<file path="src/rtl/studio2_pkg.sv">
// rtl/studio2_pkg.sv - shared types, scancode table and decode helper for the Studio II keypad
package studio2_pkg;

    localparam int KEY_COUNT = 10;

    // Keypad A: main-row digit keys (set 2 scancodes)
    localparam logic [7:0] SC_A0 = 8'h45;
    localparam logic [7:0] SC_A1 = 8'h16;
    localparam logic [7:0] SC_A2 = 8'h1E;
    localparam logic [7:0] SC_A3 = 8'h26;
    localparam logic [7:0] SC_A4 = 8'h25;
    localparam logic [7:0] SC_A5 = 8'h2E;
    localparam logic [7:0] SC_A6 = 8'h36;
    localparam logic [7:0] SC_A7 = 8'h3D;
    localparam logic [7:0] SC_A8 = 8'h3E;
    localparam logic [7:0] SC_A9 = 8'h46;

    // Keypad B: numeric keypad, non-extended codes
    localparam logic [7:0] SC_B0 = 8'h70;
    localparam logic [7:0] SC_B1 = 8'h69;
    localparam logic [7:0] SC_B2 = 8'h72;
    localparam logic [7:0] SC_B3 = 8'h7A;
    localparam logic [7:0] SC_B4 = 8'h6B;
    localparam logic [7:0] SC_B5 = 8'h73;
    localparam logic [7:0] SC_B6 = 8'h74;
    localparam logic [7:0] SC_B7 = 8'h6C;
    localparam logic [7:0] SC_B8 = 8'h75;
    localparam logic [7:0] SC_B9 = 8'h7D;

    typedef enum logic {PAD_IDLE, PAD_HOLD} pad_state_t;

    typedef struct packed {
        logic       valid;
        logic       pad;    // 0 = keypad A, 1 = keypad B
        logic [3:0] digit;
    } key_map_t;

    function automatic key_map_t scan_to_key(input logic [7:0] scancode);
        key_map_t m;
        m = '0;
        case (scancode)
            SC_A0: m = {1'b1, 1'b0, 4'd0};
            SC_A1: m = {1'b1, 1'b0, 4'd1};
            SC_A2: m = {1'b1, 1'b0, 4'd2};
            SC_A3: m = {1'b1, 1'b0, 4'd3};
            SC_A4: m = {1'b1, 1'b0, 4'd4};
            SC_A5: m = {1'b1, 1'b0, 4'd5};
            SC_A6: m = {1'b1, 1'b0, 4'd6};
            SC_A7: m = {1'b1, 1'b0, 4'd7};
            SC_A8: m = {1'b1, 1'b0, 4'd8};
            SC_A9: m = {1'b1, 1'b0, 4'd9};
            SC_B0: m = {1'b1, 1'b1, 4'd0};
            SC_B1: m = {1'b1, 1'b1, 4'd1};
            SC_B2: m = {1'b1, 1'b1, 4'd2};
            SC_B3: m = {1'b1, 1'b1, 4'd3};
            SC_B4: m = {1'b1, 1'b1, 4'd4};
            SC_B5: m = {1'b1, 1'b1, 4'd5};
            SC_B6: m = {1'b1, 1'b1, 4'd6};
            SC_B7: m = {1'b1, 1'b1, 4'd7};
            SC_B8: m = {1'b1, 1'b1, 4'd8};
            SC_B9: m = {1'b1, 1'b1, 4'd9};
            default: m = '0;
        endcase
        return m;
    endfunction

endpackage

</file>
<file path="src/rtl/studio2_keypad_pad.sv">
// rtl/studio2_keypad_pad.sv - one 10-key pad: key state with minimum-hold stretch
// Ports: clk, reset_n (sync, active-low), press_stb/release_stb + digit (one decoded
// event per cycle), keys (registered key-down state, bit n = digit n).
module studio2_keypad_pad
    import studio2_pkg::*;
#(
    parameter int HOLD_CYCLES = 500000
) (
    input  logic                 clk,
    input  logic                 reset_n,
    input  logic                 press_stb,
    input  logic                 release_stb,
    input  logic [3:0]           digit,
    output logic [KEY_COUNT-1:0] keys
);

    localparam int TW = (HOLD_CYCLES > 0) ? $clog2(HOLD_CYCLES + 1) : 1;
    localparam logic [TW-1:0] TMR_LOAD = (HOLD_CYCLES > 0) ? TW'(HOLD_CYCLES - 1) : '0;

    pad_state_t           state_q, state_d;
    logic [KEY_COUNT-1:0] keys_q, keys_d;
    logic [KEY_COUNT-1:0] pend_q, pend_d;
    logic [TW-1:0]        tmr_q, tmr_d;
    logic [KEY_COUNT-1:0] mask;

    always_comb begin
        mask = '0;
        for (int i = 0; i < KEY_COUNT; i++) begin
            mask[i] = (digit == 4'(i));
        end

        state_d = state_q;
        keys_d  = keys_q;
        pend_d  = pend_q;
        tmr_d   = tmr_q;

        // Expiry first, so a same-cycle event sees the post-expiry state.
        if (state_q == PAD_HOLD) begin
            if (tmr_q == '0) begin
                keys_d  = keys_q & ~pend_q;
                pend_d  = '0;
                state_d = PAD_IDLE;
            end else begin
                tmr_d = tmr_q - TW'(1);
            end
        end

        if (press_stb) begin
            keys_d = keys_d | mask;
            pend_d = pend_d & ~mask;
            if (HOLD_CYCLES != 0) begin
                tmr_d   = TMR_LOAD;
                state_d = PAD_HOLD;
            end
        end else if (release_stb) begin
            // While stretching, a release is only remembered; it lands at expiry.
            if (state_d == PAD_HOLD) begin
                pend_d = pend_d | mask;
            end else begin
                keys_d = keys_d & ~mask;
            end
        end
    end

    always_ff @(posedge clk) begin
        if (!reset_n) begin
            state_q <= PAD_IDLE;
            keys_q  <= '0;
            pend_q  <= '0;
            tmr_q   <= '0;
        end else begin
            state_q <= state_d;
            keys_q  <= keys_d;
            pend_q  <= pend_d;
            tmr_q   <= tmr_d;
        end
    end

    assign keys = keys_q;

endmodule

</file>
<file path="src/rtl/studio2_keypad.sv">
// rtl/studio2_keypad.sv - PS/2 events to two RCA Studio II keypads and EF3/EF4 sense lines
// Ports: clk_sys, reset_n (sync, active-low), ps2_key (hps_io event), key_sel_we/key_sel_din
// (CPU OUT 2 key select), ef3/ef4 (selected key down on pad A/B), key_any, keys_a, keys_b.
module studio2_keypad
    import studio2_pkg::*;
#(
    parameter int HOLD_CYCLES = 500000
) (
    input  logic                 clk_sys,
    input  logic                 reset_n,
    input  logic [10:0]          ps2_key,
    input  logic                 key_sel_we,
    input  logic [3:0]           key_sel_din,
    output logic                 ef3,
    output logic                 ef4,
    output logic                 key_any,
    output logic [KEY_COUNT-1:0] keys_a,
    output logic [KEY_COUNT-1:0] keys_b
);

    logic       tog_q, tog_d;
    logic [3:0] sel_q, sel_d;
    logic       ef3_q, ef3_d;
    logic       ef4_q, ef4_d;
    logic       key_any_q, key_any_d;

    key_map_t   map;
    logic       evt;
    logic       press_a, release_a, press_b, release_b;
    logic [15:0] keys_a_ext, keys_b_ext;

    always_comb begin
        map       = scan_to_key(ps2_key[7:0]);
        evt       = (ps2_key[10] != tog_q) && map.valid && !ps2_key[8];
        press_a   = evt && !map.pad &&  ps2_key[9];
        release_a = evt && !map.pad && !ps2_key[9];
        press_b   = evt &&  map.pad &&  ps2_key[9];
        release_b = evt &&  map.pad && !ps2_key[9];

        // tog_q simply follows the strobe; reloading it in reset suppresses a stale event.
        tog_d = ps2_key[10];
        sel_d = key_sel_we ? key_sel_din : sel_q;

        // Zero-extend so selector codes 10..15 read as 0 without an out-of-range index.
        keys_a_ext = {6'b0, keys_a};
        keys_b_ext = {6'b0, keys_b};
        ef3_d      = keys_a_ext[sel_q];
        ef4_d      = keys_b_ext[sel_q];
        key_any_d  = |{keys_a, keys_b};
    end

    always_ff @(posedge clk_sys) begin
        if (!reset_n) begin
            tog_q     <= ps2_key[10];
            sel_q     <= '0;
            ef3_q     <= 1'b0;
            ef4_q     <= 1'b0;
            key_any_q <= 1'b0;
        end else begin
            tog_q     <= tog_d;
            sel_q     <= sel_d;
            ef3_q     <= ef3_d;
            ef4_q     <= ef4_d;
            key_any_q <= key_any_d;
        end
    end

    studio2_keypad_pad #(.HOLD_CYCLES(HOLD_CYCLES)) u_pad_a (
        .clk         (clk_sys),
        .reset_n     (reset_n),
        .press_stb   (press_a),
        .release_stb (release_a),
        .digit       (map.digit),
        .keys        (keys_a)
    );

    studio2_keypad_pad #(.HOLD_CYCLES(HOLD_CYCLES)) u_pad_b (
        .clk         (clk_sys),
        .reset_n     (reset_n),
        .press_stb   (press_b),
        .release_stb (release_b),
        .digit       (map.digit),
        .keys        (keys_b)
    );

    assign ef3     = ef3_q;
    assign ef4     = ef4_q;
    assign key_any = key_any_q;

endmodule

</file>
<file path="config.mk">
export PLATFORM = sky130hd
export DESIGN_NAME = studio2_keypad
export DESIGN_NICKNAME = d
export VERILOG_FILES = /design/src/rtl/studio2_pkg.sv /design/src/rtl/studio2_keypad_pad.sv /design/src/rtl/studio2_keypad.sv
export SDC_FILE = /design/constraint.sdc
export NUM_CORES = 1
export LEC_CHECK = 0
export BUFFER_PORTS_ARGS = -buffer_cell sky130_fd_sc_hd__buf_2
export CELL_PAD_IN_SITES_DETAIL_PLACEMENT = 1
export CELL_PAD_IN_SITES_GLOBAL_PLACEMENT = 2
export CORE_MARGIN = 3
export CORE_UTILIZATION = 25
export CTS_BUF_LIST = sky130_fd_sc_hd__clkbuf_8
export CTS_CLUSTER_SIZE = 12
export DETAILED_ROUTE_END_ITERATION = 10
export PLACE_DENSITY_LB_ADDON = 0.1
export SLEW_MARGIN = 20
export SYNTH_ARGS = -nofsm -noshare
export SYNTH_HDL_FRONTEND = slang
export SYNTH_SLANG_ARGS = --single-unit
export TNS_END_PERCENT = 1
</file>
<file path="constraint.sdc">
create_clock -name clk_sys -period 3.59 [get_ports clk_sys]
set_clock_uncertainty 0.1 [all_clocks]
set_input_delay 0.359 -clock clk_sys [delete_from_list [all_inputs] [get_ports clk_sys]]
set_output_delay 0.359 -clock clk_sys [all_outputs]
set_load 0.005 [all_outputs]
</file>
After elaboration in Yosys (flattened, before gate mapping)
Cells that the tools add are included.
Widths: inputs -> output; s select.
- output and inout bits: 23
- word-level logic and storage cells: 126
- bits in registers: 88
- input port bits: 18
- add/sub/neg operators: 2
- reduce and logical (&&, ||, !) cells: 23
- bitwise operators: 16
- muxes and demuxes: 37
- $lt $le $gt $ge: 1
- eq/ne operators: 32
- operators with widths (operator ; number):
    $mux 10 ; 20
    $pmux 6 s20 ; 1
    $mux 19 ; 6
    $eq 8x7->1 const B ; 12
    $and 10x10->10 ; 6
    $eq 8x6->1 const B ; 6
    $or 10x10->10 ; 4
    $logic_not 19->1 ; 2
    $sub 19x1->19 const B ; 2
    $not 10->10 ; 3
    $reduce_or 20->1 ; 1
    $eq 4x3->1 const B ; 4
    $eq 8x5->1 const B ; 2
    $bmux 1 s4 ; 2
    $eq 4x2->1 const B ; 2
    $eq 4x4->1 const B ; 2
    $logic_and 1x1->1 ; 8
    $mux 1 ; 8
    $reduce_and 2->1 ; 4
    $lt 4x5->1 const B ; 1
    $eq 4x1->1 const B ; 1
    $logic_not 4->1 ; 1
    $ne 2x2->1 const B ; 2
    $reduce_bool 2->1 ; 2
    other kinds (4) ; 9

Depth between registers and ports, before layout
- depth after elaboration: 8
- depth in mapped cells: 10
- mapped depth without buffers: 8

Cells and area by module
A second synthesis with hierarchy kept.
- cells, all modules: 603
- area total of the unflattened synthesis: 5107.4 um^2
- modules (own cells, without submodules) (module ; area an instance (um^2) ; times used ; sequential area each (um^2) ; cells each):
    studio2_keypad_pad ; 2047.0 ; 2 ; 800.8 ; 240
    studio2_keypad ; 1013.5 ; 1 ; 160.2 ; 123

Worst setup path before layout
Ideal clock, no wire load.
- path type: reg2reg
- start point: reg u_pad_b.tmr_q[9]
- end point: reg u_pad_b.keys_q[5], in the netlist u_pad_b.keys[5]
- required time: 3374 ps
- buffers on the path: 1
- arrival time: 2293 ps
- cell stages (with the launch flop): 8
- path slack: 1081 ps
- period minus slack after synthesis: 2509 ps
- setup time: 116 ps
- cells stage by stage: dfxtp_1 or4_1 buf_2 or4_4 o21ai_4 nor3b_4 inv_2 o211a_1
- cells in the longest elaborated chain, start to end: 7
- elaborated cells on any way between the ends: 10
- classes of those cells: 7 x mux; 2 x bitwise; 1 x reduce/logical
- RTL lines (what ; RTL line ; source):
    start: declaration ; studio2_keypad_pad.sv:23 ; logic [TW-1:0] tmr_q, tmr_d;
    start signal: assignment ; studio2_keypad_pad.sv:75 ; tmr_q <= tmr_d;
    $logic_not 19->1 * ; studio2_keypad_pad.sv:39 ; if (tmr_q == '0) begin
    $mux 10 ; studio2_keypad_pad.sv:39 ;
    $mux 10 ; studio2_keypad_pad.sv:38 ; if (state_q == PAD_HOLD) begin
    $and 10x10->10 ; studio2_keypad_pad.sv:60 ; keys_d = keys_d & ~mask;
    $mux 10 ; studio2_keypad_pad.sv:57 ; if (state_d == PAD_HOLD) begin
    $mux 10 ; studio2_keypad_pad.sv:55 ; end else if (release_stb) begin
    $mux 10 * ; studio2_keypad_pad.sv:48 ; if (press_stb) begin
    end signal: assignment ; studio2_keypad_pad.sv:73 ; keys_q <= keys_d;
    end: declaration ; studio2_keypad_pad.sv:21 ; logic [KEY_COUNT-1:0] keys_q, keys_d;
Mark *: on every way between the ends. The rest lies on a longest branch, timed or not.
A chain may end at the register's enable or synchronous reset.

Final worst setup path
- start point: reg u_pad_a.tmr_q[14]
- end point: reg u_pad_a.keys_q[3], in the netlist u_pad_a.keys[3]
- cells in the longest elaborated chain, start to end: 7
- elaborated cells on any way between the ends: 10
- classes of those cells: 7 x mux; 2 x bitwise; 1 x reduce/logical
- RTL lines (what ; RTL line):
    start: declaration ; studio2_keypad_pad.sv:23
    start signal: assignment ; studio2_keypad_pad.sv:75
    $logic_not 19->1 * ; studio2_keypad_pad.sv:39
    $mux 10 ; studio2_keypad_pad.sv:39
    $mux 10 ; studio2_keypad_pad.sv:38
    $and 10x10->10 ; studio2_keypad_pad.sv:60
    $mux 10 ; studio2_keypad_pad.sv:57
    $mux 10 ; studio2_keypad_pad.sv:55
    $mux 10 * ; studio2_keypad_pad.sv:48
    end signal: assignment ; studio2_keypad_pad.sv:73
    end: declaration ; studio2_keypad_pad.sv:21
Marked as above.

==> impl_metrics.prom <==
# TYPE chip_impl_metric gauge
chip_impl_metric{name="async_flop_share",unit="%"} 0
chip_impl_metric{name="nFillCells",unit=""} 2173
chip_impl_info{name="synthTopCellsByArea",value="dfxtp_1, nand2_1, a21oi_1"} 1
chip_impl_metric{name="power_per_cell_area",unit="nW/um2"} 335
chip_impl_metric{name="vdd_drop_max",unit="mV"} 0.179
chip_impl_metric{name="synth_area",unit="um2"} 4710
chip_impl_metric{name="synth_compound_gate_area_share",unit="%"} 22.0
chip_impl_metric{name="place.detailed.instances",unit=""} 786
chip_impl_metric{name="timing_max_transition_violations_final",unit=""} 0
chip_impl_info{name="netlist.top_cell.by_area",value="dfxtp_1"} 1
chip_impl_metric{name="antenna_left",unit=""} 0
chip_impl_metric{name="cts_h_tree_depth",unit=""} 3
chip_impl_metric{name="synth_sequential_area_ratio",unit="%"} 37.4
chip_impl_metric{name="routabilityCongestion",unit=""} 0.792
chip_impl_metric{name="cts_max_path_buffers",unit=""} 2
chip_impl_metric{name="grt_pass1_wl",unit="um"} 24100
chip_impl_metric{name="p_leak",unit="nW"} 1.91
chip_impl_metric{name="core_area",unit="um2"} 18300
chip_impl_metric{name="clock.fmax",unit="MHz"} 345
chip_impl_info{name="critPathLaunchType",value="flip-flop"} 1
chip_impl_info{name="critPathMostFrequentCell",value="or4_1"} 1
chip_impl_metric{name="violation_count_after_the_first_detailed_routing_iteration",unit=""} 137
chip_impl_metric{name="first_global_vias",unit=""} 4279
chip_impl_metric{name="grt_usage",unit="%"} 15.0
chip_impl_metric{name="final_period_minus_worst_setup_slack",unit="ns"} 2.90
chip_impl_metric{name="syn_inst_count",unit=""} 535
chip_impl_metric{name="synth_simple_gate_area_share",unit="%"} 26.1
chip_impl_metric{name="totalPowerFinal",unit="mW"} 1.79
chip_impl_metric{name="antenna_found_initial",unit=""} 0
chip_impl_metric{name="num_io_pins",unit=""} 41
chip_impl_metric{name="setup-tns-final",unit="ns"} 0
chip_impl_metric{name="critical_path.max_stage_delay",unit="ns"} 0.59
chip_impl_metric{name="num_antenna_cells",unit=""} 0
chip_impl_metric{name="yosysUniqueCellTypes",unit=""} 78
chip_impl_metric{name="tritoncts.num_buffers",unit=""} 9
chip_impl_info{name="crit_path_leading_delay_family",value="simple AND/OR/NAND/NOR gates"} 1
chip_impl_info{name="path_type_of_the_worst_setup_path",value="reg -> reg"} 1
chip_impl_metric{name="yosysWarningCount",unit=""} 0
chip_impl_metric{name="yosys.area_share.adder",unit="%"} 0.531
chip_impl_metric{name="number_of_nets_in_the_finished_design",unit=""} 589
chip_impl_metric{name="port_buffers",unit=""} 40
chip_impl_metric{name="routed_wl",unit="um"} 15100
chip_impl_info{name="min-delay-path-class",value="in -> reg"} 1
chip_impl_metric{name="synthesized_area_fraction_occupied_by_xor_and_xnor_cells",unit="%"} 6.69
chip_impl_metric{name="global_route.overflow_total",unit=""} 0
chip_impl_metric{name="clkLatencyLatePin",unit="ns"} 0.38
chip_impl_metric{name="share_of_cells_above_drive_strength_1",unit="%"} 16.9
chip_impl_metric{name="critPathRequiredTime",unit="ns"} 3.77
chip_impl_metric{name="clock-sinks",unit=""} 88
chip_impl_metric{name="ys_ff_latch",unit=""} 88
chip_impl_info{name="synthTopCellsByCount",value="dfxtp_1, nand2_1, nor2_1"} 1
chip_impl_metric{name="timing.max_slew.rel_slack",unit="%"} 36.5
chip_impl_metric{name="drt_drc_violations_left",unit=""} 0
chip_impl_metric{name="row_count",unit=""} 49
chip_impl_metric{name="post_synth_mux_area_share",unit="%"} 3.82
chip_impl_metric{name="fin_cells",unit=""} 803
chip_impl_metric{name="fp.dieH",unit="um"} 143
chip_impl_info{name="critical_path.slowest_cell",value="or4_1"} 1
chip_impl_info{name="clk_root_buffer_cell",value="clkbuf_8"} 1
chip_impl_metric{name="number_of_nets_in_the_synthesized_netlist",unit=""} 555
chip_impl_metric{name="setup_viol",unit=""} 0
chip_impl_metric{name="avgViaCountPerCell",unit=""} 5.28
chip_impl_metric{name="cts.reportedPaths.clkPinSlew",unit="ns"} 0.10
chip_impl_metric{name="critical_path_buf_inv_count",unit=""} 0
chip_impl_metric{name="synth_edf_count",unit=""} 0
chip_impl_metric{name="syn_area_per_cell",unit="um2"} 8.81
chip_impl_metric{name="worst-slew-pin-transition",unit="ns"} 0.949
chip_impl_metric{name="hold_viol",unit=""} 0
chip_impl_info{name="largest_family_of_logic_cells_by_synthesized_area",value="simple AND/OR/NAND/NOR gates"} 1
chip_impl_metric{name="die_width",unit="um"} 143
chip_impl_metric{name="crit_fanout",unit=""} 6
chip_impl_info{name="cp_cell_sequence",value="or4_1 -> or4_1 -> o21a_1 -> a211oi_2 -> nand3_1 -> a32o_1"} 1
chip_impl_metric{name="effective_utilization_at_floorplan",unit="%"} 25.8
chip_impl_metric{name="drt_pass1_iterations",unit=""} 4
chip_impl_info{name="synth.most_common_cell",value="dfxtp_1"} 1
chip_impl_metric{name="layout_worst_path_cycle_share",unit="%"} 80.7
chip_impl_metric{name="dieArea",unit="um2"} 20500
chip_impl_metric{name="pin_count_of_the_biggest_net_entering_global_routing",unit=""} 33
chip_impl_info{name="tritoncts",value="done"} 1
chip_impl_metric{name="netlist.area_leader.share",unit="%"} 37.4
chip_impl_info{name="crit_path_end_kind",value="flip-flop"} 1
chip_impl_metric{name="via_count",unit=""} 4240
chip_impl_metric{name="cap_violations",unit=""} 0
chip_impl_metric{name="worst_ep_arrival_time",unit="ns"} 3.07
chip_impl_metric{name="route.detailed.wl_per_inst",unit="um"} 18.8
chip_impl_metric{name="post-dp-hpwl",unit="um"} 11000
chip_impl_metric{name="flow.area_growth_from_synthesis",unit="%"} 13.6
chip_impl_info{name="outcome",value="completed"} 1
chip_impl_info{name="grt_setup_unrepaired",value="false"} 1
chip_impl_info{name="yosys_most_used_dff",value="dfxtp_1"} 1
chip_impl_metric{name="cts.repair.resized",unit=""} 0
==> cells by family (layout without fill, tap and decap cells) <==
group	after synthesis	after routing
AO/OA/AOI/OAI	138	138
flip-flops	88	88
adder cells (fa/ha/maj)	2	2
XOR/XNOR	36	36
buffers and inverters	40	79
multiplexers	13	13
AND/OR/NAND/NOR	218	218
==> final timing paths <==
kind	from	end	slack [ns]	depth (start not counted)
max reg2reg	u_pad_a.tmr_q[14]	u_pad_a.keys[3]	0.69	6
min reg2reg	u_pad_b.pend_q[4]	u_pad_b.pend_q[4]	0.37	2
min	key_sel_din[2]	sel_q[2]	0.12	3
max	u_pad_a.tmr_q[14]	u_pad_a.keys[3]	0.69	6
==> layout make-up <==
| type | count | area [um2] | share of cell area [%] |
|---|---|---|---|
| repair buffers | 54 | 308 | 5.74 |
| clock buffers | 10 | 138 | 2.57 |
| inverters | 9 | 33.8 | 0.631 |
| clock inverters | 6 | 42.5 | 0.794 |
| well taps | 229 | 287 | 5.35 |
| flip-flops and latches | 88 | 1760 | 32.9 |
| multi-input cells | 407 | 2790 | 52.0 |
==> sequential cells by signal, summed over array words and instances, names as in the netlist <==
register and count:
u_pad_a.tmr_q 19, u_pad_b.state_q 1, u_pad_a.pend_q 10, u_pad_a.keys 10
key_any 1, u_pad_b.tmr_q 19, u_pad_b.pend_q 10, tog_q 1
ef3 1, ef4 1, sel_q 4, u_pad_b.keys 10
u_pad_a.state_q 1
==> worst reg2reg max path: cells and delay by family, from the launching register on <==
family	cells	cell delay [ns]
AO/OA/AOI/OAI	3	1.06
flip-flops	1	0.37
AND/OR/NAND/NOR	3	1.28
==> where the power goes <==
group | switching (mW) | total (mW) | internal (mW)
combinational | 0.0867 | 0.132 | 0.0450
sequential | 0.00809 | 0.989 | 0.981
clock | 0.401 | 0.674 | 0.273
==> repair_timing <==
| action | in CTS | in global routing |
|---|---|---|
| endpoints found under the hold margin | 1 | 0 |
| setup buffers | 0 | 0 |
| hold buffers | 1 | 0 |
==> routing by layer <==
metal	vias up	part of all wire (%)	GRT usage, %
met5	-	0	0
met4	0	1.2	3.87
met3	10	3.7	2.40
met2	70	48	25.1
met1	2106	47	20.1
li1	2054	-	-
==> stage by stage <==
stage	setup slack [ns]	cell area [um2]	util [%]	hold WS, ns
floorplan	1.08	4710	-	0.287
global placement	0.526	5170	28.3	0.345
detailed placement	0.484	5170	28.3	0.358
CTS	0.703	5360	29.3	0.0891
global route	0.528	5360	29.3	0.133
finish	0.692	5360	29.3	0.115
==> placed cells by master, fill, tap and decap left out, types with 4 or more instances in the layout <==
cell       instances
a22oi_1            7
buf_4             13
nand2_1           53
clkbuf_8          10
o21ai_0           13
or3b_2             5
nand2b_1          15
o211a_1            5
mux4_2             4
nand3_1           10
o211ai_1           5
a21oi_1           37
buf_2             40
inv_1              7
or3_1             13
a221oi_1           4
nor4_1            17
a211oi_1          17
or4_1              9
dfxtp_1           88
a32oi_1            6
xnor2_1           19
nor3_1            11
nand3b_1          10
mux2i_1            9
and3_1             7
nor2_1            40
xor2_1            17
a2bb2oi_1          5
No activity file was read; power rests on OpenSTA's default activity.
